File: src/rtl/mem_request_ctrl.sv
// Memory-stage controller: turns an execute-latch load/store into a
// registered data-cache request, holds it until dhit, returns load data,
// and keeps sticky halt/misalign flags plus a saturating stall counter.
module mem_request_ctrl #(
    parameter int ADDR_W = 32,
    parameter int CNT_W  = 16
) (
    input  logic              CLK,
    input  logic              RST,
    input  logic              ex_dREN,
    input  logic              ex_dWEN,
    input  logic [ADDR_W-1:0] ex_addr,
    input  logic [ADDR_W-1:0] ex_wdat,
    input  logic              ex_halt,
    input  logic              dhit,
    input  logic [ADDR_W-1:0] dmemload,
    output logic              dmemREN,
    output logic              dmemWEN,
    output logic [ADDR_W-1:0] dmemaddr,
    output logic [ADDR_W-1:0] dmemstore,
    output logic              mem_stall,
    output logic [ADDR_W-1:0] load_data,
    output logic              load_valid,
    output logic              misalign,
    output logic              halted,
    output logic [CNT_W-1:0]  stall_cycles
);

    typedef enum logic [1:0] {IDLE, REQ, DONE} state_t;

    state_t state, state_next;
    logic   req;

    assign req = (ex_dREN | ex_dWEN) & ~halted;

    // State register
    always_ff @(posedge CLK or posedge RST) begin
        if (RST) state <= IDLE;
        else     state <= state_next;
    end

    // Next-state and combinational stall
    always_comb begin
        state_next = state;
        mem_stall  = 1'b0;
        unique case (state)
            IDLE: begin
                if (req) begin
                    mem_stall  = 1'b1;
                    state_next = REQ;
                end
            end
            REQ: begin
                mem_stall = 1'b1;
                if (dhit) state_next = DONE;
            end
            DONE: begin
                // ex_* still shows the completed instruction here; req is ignored
                state_next = IDLE;
            end
            default: state_next = IDLE;
        endcase
    end

    // Request issue/retire, load capture and sticky flags
    always_ff @(posedge CLK or posedge RST) begin
        if (RST) begin
            dmemREN    <= 1'b0;
            dmemWEN    <= 1'b0;
            dmemaddr   <= '0;
            dmemstore  <= '0;
            load_data  <= '0;
            load_valid <= 1'b0;
            misalign   <= 1'b0;
            halted     <= 1'b0;
        end else begin
            load_valid <= 1'b0;
            if (state == IDLE) begin
                if (req) begin
                    dmemaddr  <= {ex_addr[ADDR_W-1:2], 2'b00};
                    dmemstore <= ex_wdat;
                    dmemWEN   <= ex_dWEN;
                    dmemREN   <= ex_dREN & ~ex_dWEN;
                    if (ex_addr[1:0] != 2'b00) misalign <= 1'b1;
                end else if (ex_halt) begin
                    halted <= 1'b1;
                end
            end
            if (state == REQ && dhit) begin
                dmemREN <= 1'b0;
                dmemWEN <= 1'b0;
                // load_valid is registered, so it is high exactly in DONE
                if (dmemREN) begin
                    load_data  <= dmemload;
                    load_valid <= 1'b1;
                end
            end
        end
    end

    // Saturating count of stalled cycles
    always_ff @(posedge CLK or posedge RST) begin
        if (RST)                               stall_cycles <= '0;
        else if (mem_stall && stall_cycles != '1) stall_cycles <= stall_cycles + 1'b1;
    end

endmodule
File: config.mk
export PLATFORM = sky130hd
export DESIGN_NAME = mem_request_ctrl
export DESIGN_NICKNAME = d
export VERILOG_FILES = /design/src/rtl/mem_request_ctrl.sv
export SDC_FILE = /design/constraint.sdc
export NUM_CORES = 1
export LEC_CHECK = 0
export CAP_MARGIN = 10
export CORE_UTILIZATION = 44
export DETAILED_ROUTE_END_ITERATION = 12
export HOLD_SLACK_MARGIN = 0.02
export PLACE_DENSITY_LB_ADDON = 0.12
export SLEW_MARGIN = 30
export SYNTH_ARGS = -nofsm -noshare
export SYNTH_HDL_FRONTEND = slang
export SYNTH_SLANG_ARGS = --single-unit
File: constraint.sdc
create_clock -name CLK -period 5.1 [get_ports CLK]
set_clock_uncertainty 0.05 [all_clocks]
set_input_delay 0.51 -clock CLK [delete_from_list [all_inputs] [get_ports CLK]]
set_output_delay 0.51 -clock CLK [all_outputs]
set_load 0.02 [all_outputs]
# [Word level (Yosys, flattened, before mapping)]
# Index checks and enable logic that the tools add are counted.
[word_totals] output_inout_bits=118 in_bits=102 word_cells=46 reg_bits=117
[op_classes] n_eq_ne=4 n_mux=13 n_addsub=1 n_reduce_logical=12 bitwise_logic=6
[ops] op="$add 16x1->16 const B" count=1
[ops] op="$ne 16x16->1 const B" count=1
[ops] op="$mux 1" count=9
[ops] op="$reduce_and 2->1" count=4
[ops] op="$reduce_and 3->1" count=2
[ops] op="$reduce_bool 2->1" count=3
[ops] op="$mux 2" count=2
[ops] op="$ne 2x2->1 const B" count=2
[ops] op="$pmux 2 s2" count=1
[ops] op="$not 1->1" count=3
[ops] op="$and 1x1->1" count=2
[ops] op="$eq 2x1->1 const B" count=1
[ops] op="$logic_and 1x1->1" count=2
[ops] op="$logic_not 2->1" count=1
[ops] op="$pmux 1 s2" count=1
[ops] op="$or 1x1->1" count=1

# [Logic depth before layout (Yosys ltp)]
[logic_depth] ltp_word=5 depth_mapped=6 ltp_nobuf=5

# [Least setup slack after synthesis]
# No wires, ideal clock.
[synth_timing] path_type="register -> register" startpoint="register stall_cycles[0]" endpoint="register stall_cycles[12]" synth_period_minus_slack_ns=1.827 required_ns=4.925 setup_ns=0.125 n_path_buf=1 path_slack_ns=3.273 path_stages_with_launch=6 t_arrival_ns=1.653 cell_sequence="dfrtp_1 > ha_1 > nand3_1 > buf_4 > nor4_1 > mux2_2"
[synth_via] elab_chain_cells=2 word_cells_on_any_way=3 cone_classes="add/sub (1); eq/ne (1); reduce/logical (1)"
[synth_rtl] element="from (decl)" line_no="26" rtl="output logic [CNT_W-1:0] stall_cycles"
[synth_rtl] element="from (signal assigned)" line_no="104" rtl="else if (mem_stall && stall_cycles != '1) stall_cycles <= stall_cycles + 1'b1;"
[synth_rtl] element="parallel branches: the longest is 2 deep, another holds $add 16x1->16"
# Parallel ways; which one is timed is not known.
# A chain may end at the register's enable or synchronous reset.

# [Worst setup path in the final report]
[layout_timing] startpoint="input ex_dWEN" endpoint="output mem_stall"
[layout_via] elab_chain_cells=4
[layout_rtl] element="from (decl)" line_no="11" rtl="input logic ex_dWEN,"
[layout_rtl] element="$or 1x1->1" line_no="34" rtl="assign req = (ex_dREN | ex_dWEN) & ~halted;"
[layout_rtl] element="$and 1x1->1" line_no="34"
[layout_rtl] element="$mux 1" line_no="48" rtl="if (req) begin"
[layout_rtl] element="$pmux 1 s2" line_no="46" rtl="unique case (state)"
[layout_rtl] element="to (decl)" line_no="21" rtl="output logic mem_stall,"
# No other way between the ends.

==> impl.org <==
** Placement
- Port Buffer Count :: 217
- Half-perimeter wire length after detailed placement :: 8254 µm
- Routability cong. :: 0.7278

** Timing
- Count of final max-slew check failures :: 0
- The number of hold-slack violations in the final timing report came to 0.
- TNS Setup :: 0 ns
- Final cycle utilization of the critical path :: 0.5549
- For the pin with the worst max-slew slack, the measured transition is 0.8739 ns.
- Minimum clock period after layout :: 2.830 ns
- Max_slew headroom :: 0.4142
- Final setup violating endpoints :: 0
- Setup repair after global routing left no endpoint under its margin.
- Maximum clock frequency :: 0.3534 GHz

** GRT
- Total overflow reported by the global router :: 0
- The initial antenna violation count was 0.
- Total routing resource utilization after global routing :: 0.2217
- For met3 alone, demand over resource in global routing was 0.07424.
- For met2 alone, demand over resource in global routing was 0.3704.
- Pin count of the biggest net entering global routing :: 81
- Global routing met1 resource utilization :: 0.2668
- met2 is the most crowded layer.
- Vias in the first global route :: 3,524
- First-pass GRT wire length :: 18,510 µm

** Setup path
- CP Class :: in2out
- Data on the critical path is required at its endpoint by 4.54 ns.
- Maximum fanout along the worst path :: 13
- For the worst setup path, the data arrival time is 2.27 ns.
- The worst setup path is captured at an output port.
- STA classifies the critical path startpoint as an input pin.

** Routing
- Via density per instance :: 4.957
- Routed length per placed instance :: 16.85 µm
- Via count :: 3,351
- Post-detailed-route DRC marker count :: 0
- After detailed routing, the total wire length is 11,390 µm.
- DRT antenna net count :: 0
- Drt initial violations :: 122
- Before antenna repair, the detailed router went through 4 iterations.

** Run status
- The run finished with clean final reports.

** Pwr
- IR analysis of the VDD net gives a maximum drop of 359.7 µV.
- Pwr Density :: 661.6 mW/mm²
- Static leakage power :: 3.123 nW

** Yosys
- Dominant cell type by area after synthesis :: dfrtp_1
- Synthesis instantiated 32 different standard cells from the library.
- Post-synth design cell area :: 0.004626 mm²
- By area the synthesized netlist is led by dfrtp_1, mux2_2, xor2_1.
- Yosys printed 0 warnings.
- Register bit count reported by yosys :: 117
- For this run, the register share of the synthesized area comes to 0.6329.
- The share of synthesized area in the top cell type comes to 0.6329.
- Syn Inst Count :: 300
- Average size of a mapped cell :: 15.42 µm²

** Clock tree
- Clock edge transition at the registers on the reported setup and hold paths :: 0.06 ns
- The number of clock buffers added by TritonCTS is 17.
- TritonCTS built the clock tree.
- TritonCTS Sinks :: 117
- CTS Buffer Depth :: 2
- Clock latency on the worst-skew pair, taken at its later pin, is 0.51 ns.
- The H-tree was split into 4 levels.
- Cell at the root of the clock tree :: clkbuf_8
- Buffers inserted to repair hold after CTS numbered 0.
- In this run, post-CTS repair resized a total of 0 instances.
- Post-CTS timing repair inserted 0 buffers for setup.

** Layout
- Relative to the synthesized area, the layout overhead comes to 63.16%.
- After the last flow step, the layout net total stands at 630.
- At the end of the flow the core is filled with cells to 0.7344.
- In the final layout, the share of cells above drive strength 1 is 0.2537.
- 0 antenna diodes ended up in the layout.

** Die
- Core footprint :: 0.01028 mm²
- Overall die width :: 104.5 µm
- Effective utilization at floorplan :: 0.4501
- Die area :: 0.01093 mm²
- Number of placed I/O pins :: 220
- Vertical die dimension :: 104.5 µm
- Number of placement rows :: 37

** Hold path
- Path class of the lowest-slack min-delay path :: reg2reg

** Job
- Max-cap violations in this run came to 0.
## per-layer routing
layer / up-vias / routed length (µm)
met5: - / 0
met3: 9 / 768
met2: 131 / 5827
li1: 1526 / -
met1: 1685 / 4684
met4: 0 / 108
## layout by cell type, fill, tap and decap left out, drive strengths merged, types with 2 or more instances in the layout
master / count
inv: 6
clkinv: 3
nor3: 4
nand2: 8
a21oi: 2
nor2: 6
buf: 4
mux2: 98
clkinvlp: 4
mux2i: 2
conb: 2
nor4: 7
a21o: 2
bufinv: 4
o21ai: 2
nand4: 7
dfrtp: 117
nand3: 2
clkbuf: 20
clkdlybuf4s50: 217
xor2: 10
and4: 2
## sequential cells by signal (all words and copies together) (netlist names)
signal / cells
dmemREN: 1
dmemWEN: 1
dmemaddr: 30
dmemstore: 32
halted: 1
load_data: 32
load_valid: 1
misalign: 1
stall_cycles: 16
state: 2
## report_power, final
group / leakage [nW] / total, W / internal [W] / switching [W]
registers: 1.40 / 0.00164 / 0.00137 / 0.000277
clock network: 0.288 / 0.00122 / 0.000806 / 0.000411
logic: 1.44 / 0.00213 / 0.00114 / 0.000991
total: 3.12 / 0.00499 / 0.00331 / 0.00168
## cells in the mapped netlist
cell	instances
xnor2_1	1
nand4_1	5
nor4_4	1
dfrtp_1	117
a2111oi_4	1
mux2i_1	2
nand4_4	2
a21oi_1	2
xor2_1	10
a31oi_1	1
a21o_1	2
nor4b_1	1
nor2_1	6
nor4_1	6
nand2_1	8
mux2_2	96
o31a_1	1
o211ai_1	1
and2_1	1
nor3b_1	1
conb_1	1
mux2_1	2
buf_2	11
o21ai_0	2
nand3_1	2
inv_1	5
and4_1	2
nor3_1	4
o21bai_4	1
buf_4	3
ha_1	1
nand2b_1	1
## area by class of cell
class | instances | area (µm²)
inverter | 5 | 23.77
fill | 736 | 2730
timing repair buffer | 221 | 2202
sequential | 117 | 2928
tap | 136 | 170.2
multi-input combinational | 165 | 1610
clock buffer | 20 | 435.4
clock inverter | 12 | 177.7
## cells by family (layout without fill, tap and decap cells)
logic type	count (synthesis)	after routing	synth area share
buffers and inverters	19	258	0.02083
and+or+nand+nor	40	40	0.05654
muxes	100	100	0.2429
xor gates and xnor gates	11	11	0.02083
adders and majority gates	1	1	0.002704
AOI/OAI and AO/OA	11	11	0.02245
DFF	117	117	0.6329
other	1	2	0.0008107
## worst paths after layout
kind                                             end  cells past startpoint  slack [ns]                  from
min reg2reg                     misalign$_DFFE_PP0P_                      1        0.42  misalign$_DFFE_PP0P_
max in group asynchronous   dmemaddr[30]$_DFFE_PP0P_                      3        3.57                   RST
min                             misalign$_DFFE_PP0P_                      1        0.42  misalign$_DFFE_PP0P_
max                                        mem_stall                      5        2.27               ex_dWEN
max reg2reg                dmemstore[19]$_DFFE_PP0P_                      4        2.66    halted$_DFFE_PP0P_
min in group asynchronous   load_data[4]$_DFFE_PP0P_                      2        0.45                   RST
## metrics by stage
| step | setup slack, ns | total power (W) | cell area (µm²) | std cells | hold slack [ns] |
|---|---|---|---|---|---|
| finish | 2.270 | 0.004993 | 7547 | 676 | 0.4245 |
| global route | 2.167 | 0.005240 | 7547 | 676 | 0.4475 |
| floorplan | 1.439 | 0.002695 | 4629 | 301 | 0.4341 |
| global placement | 2.081 | 0.003742 | 6932 | 644 | 0.3995 |
| CTS | 2.260 | 0.005041 | 7545 | 676 | 0.4260 |
| detailed placement | 2.004 | 0.003803 | 6932 | 644 | 0.4121 |
## critical path, stage by stage
cell and delay (ns):
clkdlybuf4s50_1 0.52, o21bai_4 0.22, a21o_1 0.40, inv_1 0.07
clkdlybuf4s50_1 0.55
No activity file was read; power rests on OpenSTA's default activity.
